File: src/rtl/systolic_feeder_pkg.sv
// Shared defaults and FSM state type for the systolic array feeder.
package systolic_feeder_pkg;

  localparam int unsigned N_DEF     = 4;
  localparam int unsigned DW_DEF    = 16;
  localparam int unsigned VEC_CNT_W = 8;

  typedef enum logic [1:0] {
    IDLE   = 2'd0,
    LOAD_W = 2'd1,
    STREAM = 2'd2,
    DRAIN  = 2'd3
  } state_t;

endpackage

File: src/rtl/systolic_feeder_if.sv
// Weight-row and activation-vector valid/ready channels into the feeder.
interface systolic_feeder_if import systolic_feeder_pkg::*; #(
  parameter int unsigned N  = N_DEF,
  parameter int unsigned DW = DW_DEF
) ();

  logic          w_valid;
  logic          w_ready;
  logic [N*DW-1:0] w_data;
  logic          in_valid;
  logic          in_ready;
  logic [N*DW-1:0] in_data;

  modport master (output w_valid, w_data, in_valid, in_data,
                  input  w_ready, in_ready);
  modport slave  (input  w_valid, w_data, in_valid, in_data,
                  output w_ready, in_ready);

endinterface

File: src/rtl/systolic_feeder_skew_delay_line.sv
// Clearable DEPTH-stage shift register that advances only when enabled.
module skew_delay_line import systolic_feeder_pkg::*; #(
  parameter int unsigned DEPTH = 1,
  parameter int unsigned DW    = DW_DEF
) (
  input  logic          clk,
  input  logic          reset,
  input  logic          enable,
  input  logic          clear,
  input  logic [DW-1:0] din,
  output logic [DW-1:0] dout
);

  logic [DW-1:0] taps [DEPTH];

  always_ff @(posedge clk or posedge reset) begin
    if (reset) begin
      for (int i = 0; i < DEPTH; i++) taps[i] <= '0;
    end else if (clear) begin
      for (int i = 0; i < DEPTH; i++) taps[i] <= '0;
    end else if (enable) begin
      taps[0] <= din;
      for (int i = 1; i < DEPTH; i++) taps[i] <= taps[i-1];
    end
  end

  assign dout = taps[DEPTH-1];

endmodule

File: src/rtl/systolic_feeder.sv
// Loads N weight rows into a systolic array, then streams K skewed activation
// vectors followed by 2N-1 zero vectors to flush the array.
module systolic_feeder import systolic_feeder_pkg::*; #(
  parameter int unsigned N  = N_DEF,
  parameter int unsigned DW = DW_DEF
) (
  input  logic                 clk,
  input  logic                 reset,
  input  logic                 start,
  input  logic [VEC_CNT_W-1:0] num_vectors,
  systolic_feeder_if.slave     bus,
  output logic [N*DW-1:0]      weight_bus,
  output logic [N-1:0]         load_weight,
  output logic [N*DW-1:0]      a_row,
  output logic                 pe_valid,
  output logic                 busy,
  output logic                 done
);

  localparam int unsigned ROW_W      = $clog2(N);
  localparam int unsigned DRAIN_W    = $clog2(2*N);
  localparam int unsigned DRAIN_LAST = 2*N - 2;

  state_t               state, state_next;
  logic [ROW_W-1:0]     row_cnt;
  logic [VEC_CNT_W-1:0] vec_cnt, k_reg;
  logic [DRAIN_W-1:0]   drain_cnt;
  logic                 w_accept, in_accept, step, clear_skew, done_set;

  always_ff @(posedge clk or posedge reset) begin
    if (reset) state <= IDLE;
    else       state <= state_next;
  end

  always_comb begin
    state_next   = state;
    bus.w_ready  = 1'b0;
    bus.in_ready = 1'b0;
    w_accept     = 1'b0;
    in_accept    = 1'b0;
    step         = 1'b0;
    clear_skew   = 1'b0;
    done_set     = 1'b0;
    case (state)
      IDLE: begin
        if (start) begin
          if (num_vectors != '0) begin
            state_next = LOAD_W;
            clear_skew = 1'b1;
          end else begin
            done_set = 1'b1;
          end
        end
      end
      LOAD_W: begin
        bus.w_ready = 1'b1;
        w_accept    = bus.w_valid;
        if (w_accept && row_cnt == ROW_W'(N-1)) state_next = STREAM;
      end
      STREAM: begin
        bus.in_ready = (vec_cnt < k_reg);
        in_accept    = bus.in_valid && bus.in_ready;
        step         = in_accept;
        if (in_accept && vec_cnt == k_reg - VEC_CNT_W'(1)) state_next = DRAIN;
      end
      DRAIN: begin
        step = 1'b1;
        if (drain_cnt == DRAIN_W'(DRAIN_LAST)) begin
          state_next = IDLE;
          done_set   = 1'b1;
        end
      end
      default: state_next = IDLE;
    endcase
  end

  // Job counters; all restart when a job is accepted.
  always_ff @(posedge clk or posedge reset) begin
    if (reset) begin
      row_cnt   <= '0;
      vec_cnt   <= '0;
      k_reg     <= '0;
      drain_cnt <= '0;
    end else if (clear_skew) begin
      row_cnt   <= '0;
      vec_cnt   <= '0;
      k_reg     <= num_vectors;
      drain_cnt <= '0;
    end else begin
      if (w_accept)
        row_cnt <= (row_cnt == ROW_W'(N-1)) ? '0 : row_cnt + ROW_W'(1);
      if (in_accept)
        vec_cnt <= vec_cnt + VEC_CNT_W'(1);
      if (state == DRAIN)
        drain_cnt <= drain_cnt + DRAIN_W'(1);
    end
  end

  always_ff @(posedge clk or posedge reset) begin
    if (reset) begin
      weight_bus  <= '0;
      load_weight <= '0;
      pe_valid    <= 1'b0;
      busy        <= 1'b0;
      done        <= 1'b0;
    end else begin
      load_weight <= '0;
      if (w_accept) begin
        weight_bus  <= bus.w_data;
        load_weight <= N'(1) << row_cnt;
      end
      pe_valid <= step;
      busy     <= (state_next != IDLE);
      done     <= done_set;
    end
  end

  // Lane i is delayed i+1 steps; zeros are injected while draining.
  for (genvar i = 0; i < N; i++) begin : g_lane
    logic [DW-1:0] lane_in;
    assign lane_in = (state == STREAM) ? bus.in_data[DW*i +: DW] : '0;
    skew_delay_line #(.DEPTH(i + 1), .DW(DW)) u_skew (
      .clk    (clk),
      .reset  (reset),
      .enable (step),
      .clear  (clear_skew),
      .din    (lane_in),
      .dout   (a_row[DW*i +: DW])
    );
  end

endmodule

File: src/flat_wrapper.sv
// flat-port wrapper written by rule: the top's interface ports become plain ports
module systolic_feeder_flat import systolic_feeder_pkg::*;
#(
  parameter int unsigned N  = N_DEF,
  parameter int unsigned DW = DW_DEF
)
  (clk, reset, start, num_vectors, weight_bus, load_weight, a_row, pe_valid, busy, done, bus_w_valid, bus_w_data, bus_in_valid, bus_in_data, bus_w_ready, bus_in_ready);
  systolic_feeder_if #(.N(N), .DW(DW)) bus_i ();
  input  logic clk;
  input  logic reset;
  input  logic start;
  input  logic [VEC_CNT_W-1:0] num_vectors;
  output logic [N*DW-1:0] weight_bus;
  output logic [N-1:0] load_weight;
  output logic [N*DW-1:0] a_row;
  output logic pe_valid;
  output logic busy;
  output logic done;
  input wire logic [$bits(bus_i.w_valid)-1:0] bus_w_valid;
  input wire logic [$bits(bus_i.w_data)-1:0] bus_w_data;
  input wire logic [$bits(bus_i.in_valid)-1:0] bus_in_valid;
  input wire logic [$bits(bus_i.in_data)-1:0] bus_in_data;
  output wire logic [$bits(bus_i.w_ready)-1:0] bus_w_ready;
  output wire logic [$bits(bus_i.in_ready)-1:0] bus_in_ready;
  assign bus_i.w_valid = bus_w_valid;
  assign bus_i.w_data = bus_w_data;
  assign bus_i.in_valid = bus_in_valid;
  assign bus_i.in_data = bus_in_data;
  assign bus_w_ready = bus_i.w_ready;
  assign bus_in_ready = bus_i.in_ready;
  systolic_feeder #(.N(N), .DW(DW)) u_core (.clk(clk), .reset(reset), .start(start), .num_vectors(num_vectors), .bus(bus_i), .weight_bus(weight_bus), .load_weight(load_weight), .a_row(a_row), .pe_valid(pe_valid), .busy(busy), .done(done));
endmodule
File: config.mk
export PLATFORM = sky130hd
export DESIGN_NAME = systolic_feeder_flat
export DESIGN_NICKNAME = d
export VERILOG_FILES = /design/src/rtl/systolic_feeder_pkg.sv /design/src/rtl/systolic_feeder_if.sv /design/src/rtl/systolic_feeder_skew_delay_line.sv /design/src/rtl/systolic_feeder.sv /design/src/flat_wrapper.sv
export SDC_FILE = /design/constraint.sdc
export NUM_CORES = 1
export LEC_CHECK = 0
export CAP_MARGIN = 10
export CORE_MARGIN = 10
export CORE_UTILIZATION = 50
export DETAILED_ROUTE_END_ITERATION = 16
export GPL_TIMING_DRIVEN = 1
export PLACE_DENSITY_LB_ADDON = 0.1
export SLEW_MARGIN = 20
export SYNTH_ARGS = -nofsm -noshare
export SYNTH_HDL_FRONTEND = slang
export SYNTH_HIERARCHICAL = 1
export SYNTH_SLANG_ARGS = --single-unit
File: constraint.sdc
create_clock -name clk -period 4 [get_ports clk]
set_clock_uncertainty 0.2 [all_clocks]
set_input_delay 0.8 -clock clk [delete_from_list [all_inputs] [get_ports clk]]
set_output_delay 0.8 -clock clk [all_outputs]
set_load 0.01 [all_outputs]
==> flow_metrics.py <==
metrics = {
    "outcome": {
        "outcome": "finished, final reports clean",
    },
    "drt": {
        "ant_nets": 0,
        "via_count": 7497,
        "wire_per_inst_um": 18.96,
        "totalWireLength_um": 28280,
        "viasPerCell": 5.025,
        "drc": 0,
        "drt_first_pass_iters": 4,
        "drt_iter0_markers": 469,
    },
    "synthesis": {
        "syn_area_per_cell_um2": 11.94,
        "synthCells": 967,
        "synth.distinct_cells": 40,
        "synth_top_area_cell": "dfrtp_1",
        "ys_warn_count": 6,
        "synth_compound_area_share_pct": 1.863,
        "netlist_area_mm2": 0.01155,
        "synthTopCellsByArea": "dfrtp_1 55%, mux2i_1 14%, mux2_2 6.2%",
        "synthAdderAreaFrac_pct": 2.275,
        "yosys.area.top_type_share_pct": 55.03,
        "synth_xor_area_share_pct": 1.365,
        "syn_nets": 1129,
        "synthSimpleGateAreaFrac_pct": 11.66,
        "synth.ff_latch_count": 254,
        "synth_seq_area_share_pct": 55.03,
        "synth_top_family_by_area": "multiplexers",
        "synthMuxAreaShare_pct": 20.19,
    },
    "final_layout": {
        "num-fill-cells": 1781,
        "layout_common_cells": "277 x clkdlybuf4s50_1, 254 x dfrtp_1, 175 x nor2_1",
        "nNetsFinal": 1348,
        "layout_commonest_cell": "clkdlybuf4s50_1",
        "n_antenna_cell": 0,
        "regMostFlops": "u_core/g_lane.u_skew/taps",
        "largest_register_ffs": 96,
        "drive_gt1_share_pct": 10.94,
        "fin_cells": 1492,
        "syn2layout_area_growth_pct": 30.03,
    },
    "placed_design": {
        "dp_cells": 1441,
        "dpl.hpwl_um": 20320,
        "port_buffers": 277,
        "gp_congestion": 0.8159,
    },
    "floorplanning": {
        "initial_core_util_pct": 50.86,
        "dieArea_mm2": 0.02958,
        "row_count": 55,
        "die_y_um": 172.0,
        "die_x_um": 172.0,
        "core-area_mm2": 0.02271,
        "ios": 278,
    },
    "global_routing": {
        "grt-ovfl-total": 0,
        "grt.total_usage_pct": 18.99,
        "grt_max_degree": 86,
        "grt_pass1_wl_um": 44630,
        "grt_antenna_before_repair": 1,
        "grt_pass1_vias": 7983,
    },
    "worst_hold_path": {
        "hold_path.class": "flop to flop",
        "holdCritStartpoint": "u_core/weight_bus[46]$_DFFE_PP0P_",
    },
    "timing": {
        "rsz0062_at_grt": "false",
        "period_share_pct": 91.37,
        "fin_setup_tns_ns": 0,
        "fin_crit_ns": 3.655,
        "slew_violations": 0,
        "fmax_ghz": 0.2736,
        "hold_viol": 0,
        "max-slew-margin-rel_pct": 33.88,
        "report.final.setup_viol": 0,
        "worstMarginPinSlew_ns": 0.9903,
        "whs_ns": 0.3029,
    },
    "worst_setup_path": {
        "crit_start": "u_core/vec_cnt[2]$_DFFE_PP0P_",
        "end_kind": "primary output",
        "cp_num_buf_inv": 1,
        "crit_type": "flop to primary output",
        "crit_family": "compound AO/OA/AOI/OAI gates",
        "required_ns": 3.00,
        "cp_cell_sequence": "ha_1 -> o21ai_0 -> a21oi_1 -> o2111ai_4 -> and2_2 -> clkdlybuf4s50_1",
        "max_stage_delay_ns": 0.53,
        "worstReg2RegStart": "u_core/vec_cnt[2]$_DFFE_PP0P_",
        "worstPathArrival_ns": 2.65,
        "crit_path_start_kind": "flop",
        "crit_path_max_fanout": 8,
        "critPathSlowestCell": "clkdlybuf4s50_1",
    },
    "cts": {
        "cts_hold_buffers": 0,
        "htree_levels": 1,
        "postCtsSetupRepairBufs": 0,
        "cts_root_buf": "clkbuf_16",
        "post_cts_resized": 0,
        "cts_tree": "built",
        "insertion_delay_ns": 0.52,
        "cts_sinks": 254,
        "ctsLongestPathBuffers": 3,
        "numCtsBuffers": 27,
        "path_clk_slew_ns": 0.06,
    },
    "power": {
        "finalPower_mw": 8.302,
        "ir_worst_vdd_v": 0.0004355,
        "p_leak_nw": 6.591,
        "p_per_area_mw_per_mm2": 552.8,
    },
    "flow_run": {
        "drv_cap": 0,
    },
}
## power by group
part / leakage, nW / internal [mW] / switching (mW) / total [mW]
Clock: 0.439 / 1.49 / 0.996 / 2.48
Combinational: 2.77 / 1.37 / 1.22 / 2.59
Sequential: 3.38 / 2.98 / 0.244 / 3.23
Total: 6.59 / 5.84 / 2.46 / 8.30
## kinds of logic (layout without fill, tap and decap cells)
logic type	Yosys count	in the layout
buffers and inverters	124	364
and+or+nand+nor	293	293
xor gates and xnor gates	18	18
AOI/OAI and AO/OA	32	32
muxes	225	225
adders and majority gates	21	21
DFF	254	254
## worst paths after layout
| path | endpoint | slack [ns] | cells after the start |
|---|---|---|---|
| worst max-delay path | bus_in_ready | 0.35 | 6 |
| worst min-delay path | u_core/weight_bus[46]$_DFFE_PP0P_ | 0.30 | 1 |
| worst max register to register | u_core/g_lane[2].u_skew/taps[23]$_DFFE_PP0P_ | 0.89 | 9 |
| worst min register to register | u_core/weight_bus[46]$_DFFE_PP0P_ | 0.30 | 1 |
| max in group asynchronous | u_core/g_lane[2].u_skew/taps[33]$_DFFE_PP0P_ | 2.18 | 2 |
| min in group asynchronous | u_core/drain_cnt[1]$_DFFE_PP0P_ | 0.61 | 2 |
## through the flow
step                      utilization, %  setup WS (ns)  instance area [µm²]
final                              66.13         0.3453                15020
after global routing               66.13         0.1819                15020
after CTS                          66.01         0.2900                14990
after detailed placement           62.09         0.6753                14100
after global placement             62.09         0.7232                14100
after floorplan                        -         0.5513                11550
## routing by layer
layer,global-route usage [%],wire [µm],vias to the layer above
li1,-,-,3603
met1,22.48,11310,3630
met2,30.51,13210,230
met3,9.804,3324,32
met4,3.486,422,2
met5,0,12,-
## area by class of cell
| type | count | area (µm²) | area share (%) |
|---|---|---|---|
| flip-flops and latches | 254 | 6356 | 42.32 |
| inverters | 21 | 81.33 | 0.5415 |
| repair buffers | 293 | 3000 | 19.98 |
| clock buffers | 42 | 792.0 | 5.274 |
| multi-input cells | 589 | 4334 | 28.86 |
| well taps | 285 | 356.6 | 2.374 |
| clock inverters | 8 | 97.59 | 0.6498 |
## cell usage after synthesis
| cell | n |
|---|---|
| dfrtp_1 | 254 |
| nor2_1 | 175 |
| mux2i_1 | 161 |
| and2_1 | 66 |
| mux2_2 | 64 |
| buf_4 | 50 |
| clkbuf_1 | 22 |
| ha_1 | 21 |
| inv_1 | 21 |
| nand2_1 | 18 |
| o21ai_0 | 13 |
| buf_2 | 12 |
| xor2_1 | 11 |
| nand3_1 | 10 |
| a21oi_1 | 7 |
| buf_12 | 7 |
| xnor2_1 | 7 |
| buf_8 | 6 |
| and3_1 | 4 |
| buf_6 | 4 |
| nand4_1 | 4 |
| nor4_1 | 4 |
| o31ai_1 | 4 |
| nand2b_1 | 3 |
| nor3_1 | 3 |
| buf_1 | 2 |
| a211o_1 | 1 |
| a211oi_1 | 1 |
| a211oi_2 | 1 |
| a21boi_0 | 1 |
| a31oi_1 | 1 |
| a32oi_1 | 1 |
| and2_2 | 1 |
| and4_1 | 1 |
| nand2_4 | 1 |
| nand3b_1 | 1 |
| o2111ai_4 | 1 |
| o21bai_1 | 1 |
| or2b_1 | 1 |
| or4_1 | 1 |
(Power assumes the default switching activity.)
==> RTL change 1, RTL diff (config.mk and constraints unchanged) <==
Change the package constant `VEC_CNT_W` from 8 to 12.
--- a/src/rtl/systolic_feeder_pkg.sv
+++ b/src/rtl/systolic_feeder_pkg.sv
@@ -3,7 +3,7 @@
 
   localparam int unsigned N_DEF     = 4;
   localparam int unsigned DW_DEF    = 16;
-  localparam int unsigned VEC_CNT_W = 8;
+  localparam int unsigned VEC_CNT_W = 12;
 
   typedef enum logic [1:0] {
     IDLE   = 2'd0,
Ports: changed (resized num_vectors); port bits go from 278 to 282. No check against the original RTL was run, so the function may have changed too.
==> RTL change 1 against the unedited design <==
Utilization is 1.0 points lower. Die area is 5.2% higher. Routed wire length rose by 6.0%. Via count is 8.4% higher. Area after synthesis increased by 5.9%. Power is 2.4% higher. Largest cell class unchanged. Sequential cell count increased by 8. Design area is 4.8% higher. Sequential share of layout area is 0.69 points lower. Highest routed layer is now met4. Setup slack got worse by 28 ps. Critical endpoint unchanged. Largest power group unchanged. Critical path depth is 2 higher.
==> RTL change 1: results (changes against the unedited design) <==
* Status: complete, no violations
* CTS clk-pin slew, worst paths at 60 ps (about the same)
* Critical Path AT at 2680 ps (+30 ps)
* Worst-margin pin slew at 803 ps (-188 ps)
* Largest reg by FF count: u_core/g_lane.u_skew/taps
* CTS resizes at 0 (unchanged)
* Antenna violations before repair at 0 (-1)
* Hold WS at 303 ps (+0.00300 ps)
* DRC marker count from the first detailed-route iteration at 456 (-2.8%)
* Max reg flops at 96 (unchanged)
* Hold Crit Start: u_core/weight_bus[59]$_DFFE_PP0P_
* H-tree levels at 1 (unchanged)
* Filler cells at 1,861 (+4.5%)
* Clock share of power at 29.8% (about the same)
* Switching Fraction at 29.9% (+0.21 points)
* Vias at 8,128 (+8.4%)
* GRT Total Usage at 18.9% (-0.043 points)
* Clock latency on the worst-skew pair at 530 ps
* DP HPWL at 21,400 um (+5.4%)
* Synthesized Nets at 1,218 (+7.9%)
* Num CTS Buffers at 27 (unchanged)
* WHS Path Cells at 1 (unchanged)
* Area after DPL at 14,800 um2 (+5.3%)
* WL/cell at 18.6 um (-1.7%)
* Post-Place Worst Slack at 556 ps (-120 ps)
* Crit path capture: bus_in_ready
* Worst Hold Path EP: u_core/weight_bus[59]$_DFFE_PP0P_
* Post-synth ARST share at 100% (unchanged)
* Largest net degree at the start of global routing at 94 (+9.3%)
* Post-synth cell types at 58 (+45%)
* Final Wtd Congestion at 0.793 (-2.8%)
* Worst Setup SP: u_core/k_reg[9]$_DFFE_PP0P_
* Post-CTS Setup Inserts at 0 (unchanged)
* Comb. pwr at between 2 and 3 mW
* # nets final at 1,435 (+6.5%)
* Worst r2r dst: u_core/g_lane[2].u_skew/taps[25]$_DFFE_PP0P_
* N_diodes at 0 (unchanged)
* Port buffer count at 281 (+1.4%)
* Commonest cells post-synth: 262 x dfrtp_1, 167 x nor2_1, 163 x mux2i_1, 64 x and2_1, 64 x mux2_2
* Fmax at 272 MHz (-0.75%)
* Synth top area cells: dfrtp_1 54%, mux2i_1 13%, mux2_2 5.9%
* Crit-path max FO at 5 (-3)
* R2R setup slack at 840 ps (-50 ps)
* Peak supply drop at 0.000504 V (+16%)
* Static Leakage at 6.83 nW (+3.6%)
* Clk buf depth at 3 (unchanged)
* Worst min-delay path class: flop to flop
* Vias in the first global route at 8,695 (+8.9%)
* Synth Warn # at 6 (unchanged)
* Root Buffer: clkbuf_16
* Sequential-to-total area share from yosys stat at 53.6% (-1.4 points)
* Share of post-route cells with drive strength above 1 at 10.7% (-0.27 points)
* First-pass GRT wire length at 47,900 um (+7.4%)
* Worst reg2reg path depth at 11 (+2)
* Pre-Repair DR Iteration Count at 6 (+2)
* Sink Count at 262 (+3.1%)
RTL change 1: cell count changes after synthesis, sizes merged, moves of 4 or more:
cell / delta
a21o: +4
a21oi: +10
clkbuf: +6
dfrtp: +8
ha: +4
inv: +6
nand2: +12
nor2: -8
nor4: +4
o21ai: +10
or4: +7
xor2: -7
RTL change 1: cells by family after synthesis:
logic type                 count (synthesis)  synth area share, %
AOI/OAI and AO/OA                         64                 3.18
xor gates and xnor gates                  11                0.787
buffers and inverters                    137                 7.74
and+or+nand+nor                          321                 12.7
DFF                                      262                 53.6
muxes                                    228                 19.4
adders and majority gates                 25                 2.56
RTL change 1: final cells by class:
| cell class | instances | area [um2] | share of cell area (%) |
|---|---|---|---|
| well taps | 324 | 405 | 2.57 |
| flip-flops and latches | 262 | 6560 | 41.6 |
| repair buffers | 297 | 3020 | 19.2 |
| multi-input cells | 649 | 4740 | 30.1 |
| clock inverters | 8 | 92.6 | 0.588 |
| inverters | 28 | 119 | 0.755 |
| clock buffers | 41 | 808 | 5.13 |
RTL change 1: layer usage:
metal	track usage [%]	share of wire [%]	vias up
met5	0	0	-
met4	4.03	1.6	0
met2	31.0	47	232
met3	8.07	9.8	34
li1	-	-	3925
met1	22.9	41	3937
RTL change 1: worst max-delay path, cell delays in order (launching register included):
cell and delay [ps]:
dfrtp_1 400, inv_1 150, ha_1 260, a21o_1 160, a21o_1 170, a21oi_1 180
nand3_1 180, clkinv_4 110, clkdlybuf4s50_1 540
RTL change 1: per-stage QoR:
stage,instances,total power [mW]
after floorplan,1048,4.79
after global placement,1560,6.00
after detailed placement,1560,6.03
after CTS,1609,8.62
after global routing,1609,8.96
final,1609,8.51
==> RTL change 2, RTL diff (same settings) <==
Made on the original files. Encoding of `state_t`: now Gray code (2 bits for 4 states).
--- a/src/rtl/systolic_feeder_pkg.sv
+++ b/src/rtl/systolic_feeder_pkg.sv
@@ -6,10 +6,10 @@
   localparam int unsigned VEC_CNT_W = 8;
 
   typedef enum logic [1:0] {
-    IDLE   = 2'd0,
-    LOAD_W = 2'd1,
-    STREAM = 2'd2,
-    DRAIN  = 2'd3
+    IDLE   = 2'b00,
+    LOAD_W = 2'b01,
+    STREAM = 2'b11,
+    DRAIN  = 2'b10
   } state_t;
 
 endpackage
Check against the original RTL: same outputs for any inputs over 4 cycles, from zero or initial values and one cycle with reset high; so few cycles prove little.
==> RTL change 2 against the unedited design <==
Non-clock buffer count increased by 7. Routed wire length increased by 1.6%. Sequential cell count unchanged. Critical path depth unchanged. Count of clock-buffer cells in the layout unchanged. Setup slack improved by 43 ps. Design area increased by 0.17%. Global-route usage increased by 0.082 points. Area after synthesis increased by 0.27%.
Power is not compared: it rests on default switching activity, and its combinational part moved more than twofold at a synthesized area within 25%.
==> RTL change 2: results (changes against the unedited design) <==
* # nets final at 1,356 (+0.59%)
* Synth top area cells: dfrtp_1 55%, mux2i_1 14%, mux2_2 6.4%
* Proportion of synthesized area in mux cells at 20.3% (+0.14 points)
* Antenna violations before repair at 3 (+2)
* Status: complete, no violations
* Xor and xnor area share after synthesis at 0.756% (-0.61 points)
* GR Layer Usage met2 at 30.5% (-0.034 points)
* First-pass GRT wire length at 45,000 um (+0.83%)
* Synthesized Nets at 1,139 (+0.89%)
* Worst Setup SP: u_core/vec_cnt[1]$_DFFE_PP0P_
* DRC marker count from the first detailed-route iteration at 493 (+5.1%)
* Commonest cells post-synth: 254 x dfrtp_1, 175 x nor2_1, 161 x mux2i_1, 70 x and3_1, 66 x mux2_2
* M1 GR Usage at 23.2% (+0.74 points)
* Largest net degree at the start of global routing at 98 (+14%)
* Metal3 WL at 3200 um (-3.7%)
* Share of post-route cells with drive strength above 1 at 11.4% (+0.50 points)
* Met2 wire length at 13,400 um (+1.7%)
* Num CTS Buffers at 28 (+3.7%)
* Fin crit share at 90.3% (-1.1 points)
* Sequential-to-total area share from yosys stat at 54.9% (-0.15 points)
* Final Wtd Congestion at 0.838 (+2.7%)
* Hold Crit Start: u_core/weight_bus[53]$_DFFE_PP0P_
* Synthesized instance count at 982 (+1.6%)
* Worst-margin pin slew at 818 ps (-173 ps)
* Pre-Repair DR Iteration Count at 6 (+2)
* Worst Hold Path EP: u_core/weight_bus[53]$_DFFE_PP0P_
* Non-filler cells, final at 1,501 (+0.60%)
* Post-synth cell types at 46 (+15%)
* GRT Total Usage at 19.1% (+0.082 points)
* Vias in the first global route at 8,096 (+1.4%)
* Critical Path AT at 2610 ps (-40 ps)
* Synth Area in Adders at 1.73% (-0.55 points)
* Post-synthesis compound-gate area fraction at 2.27% (+0.41 points)
* WL met1 at 11,700 um (+3.6%)
* Crit-path max FO at 7 (-1)
* R2R setup slack at 950 ps (+60 ps)
* Largest reg by FF count: u_core/g_lane.u_skew/taps
* WL/cell at 19.1 um (+0.94%)
* DP HPWL at 20,400 um (+0.38%)
[RTL change 2: cell count changes in the layout (fill, tap and decap cells not counted), moves of 4 or more]
cell     before  now
nor2b_1       0    6
a21oi_1       6   13
and2_1       66    1
ha_1         20   16
and3_1        4   70
xor2_1       11    2
buf_4         8   13
[RTL change 2: worst max-delay path: stages (launching register included)]
cell	delay, ps
dfrtp_1	440
ha_1	310
nor2b_1	120
o211ai_1	190
a21o_1	250
and3_1	180
clkdlybuf4s50_1	590
[RTL change 2: final cells by class]
| class | count | share of cell area (%) |
|---|---|---|
| repair buffers | 300 | 20.4 |
| clock inverters | 4 | 0.158 |
| multi-input cells | 597 | 28.8 |
| clock buffers | 42 | 5.48 |
| well taps | 285 | 2.37 |
| diodes | 1 | 0.0166 |
| flip-flops and latches | 254 | 42.3 |
| inverters | 18 | 0.474 |
[RTL change 2: logic make-up (layout without fill, tap and decap cells)]
kind of cell,count (synthesis),count (layout)
AND/OR/NAND/NOR,301,301
flip-flops,254,254
multiplexers,227,227
buffers and inverters,131,364
AO/OA/AOI/OAI,43,43
adder cells (fa/ha/maj),16,16
XOR/XNOR,10,10
other,0,1
[RTL change 2: stage by stage]
stage	instance area, um2	power, mW	hold slack (ps)
floorplan	11600	9.00	286
global placement	14200	10.8	286
detailed placement	14200	11.0	293
CTS	15000	13.4	305
global route	15000	14.2	312
finish	15000	13.2	301
[RTL change 2: power by group through the flow]
stage                     clock network, mW  registers [mW]  logic [mW]
after detailed placement                  0            4.73        6.25
after CTS                              2.43            4.72        6.28
final                                  2.37            4.71        6.17
after global placement                    0            4.70        6.13
after floorplan                           0            4.69        4.31
after global routing                   2.52            4.88        6.81
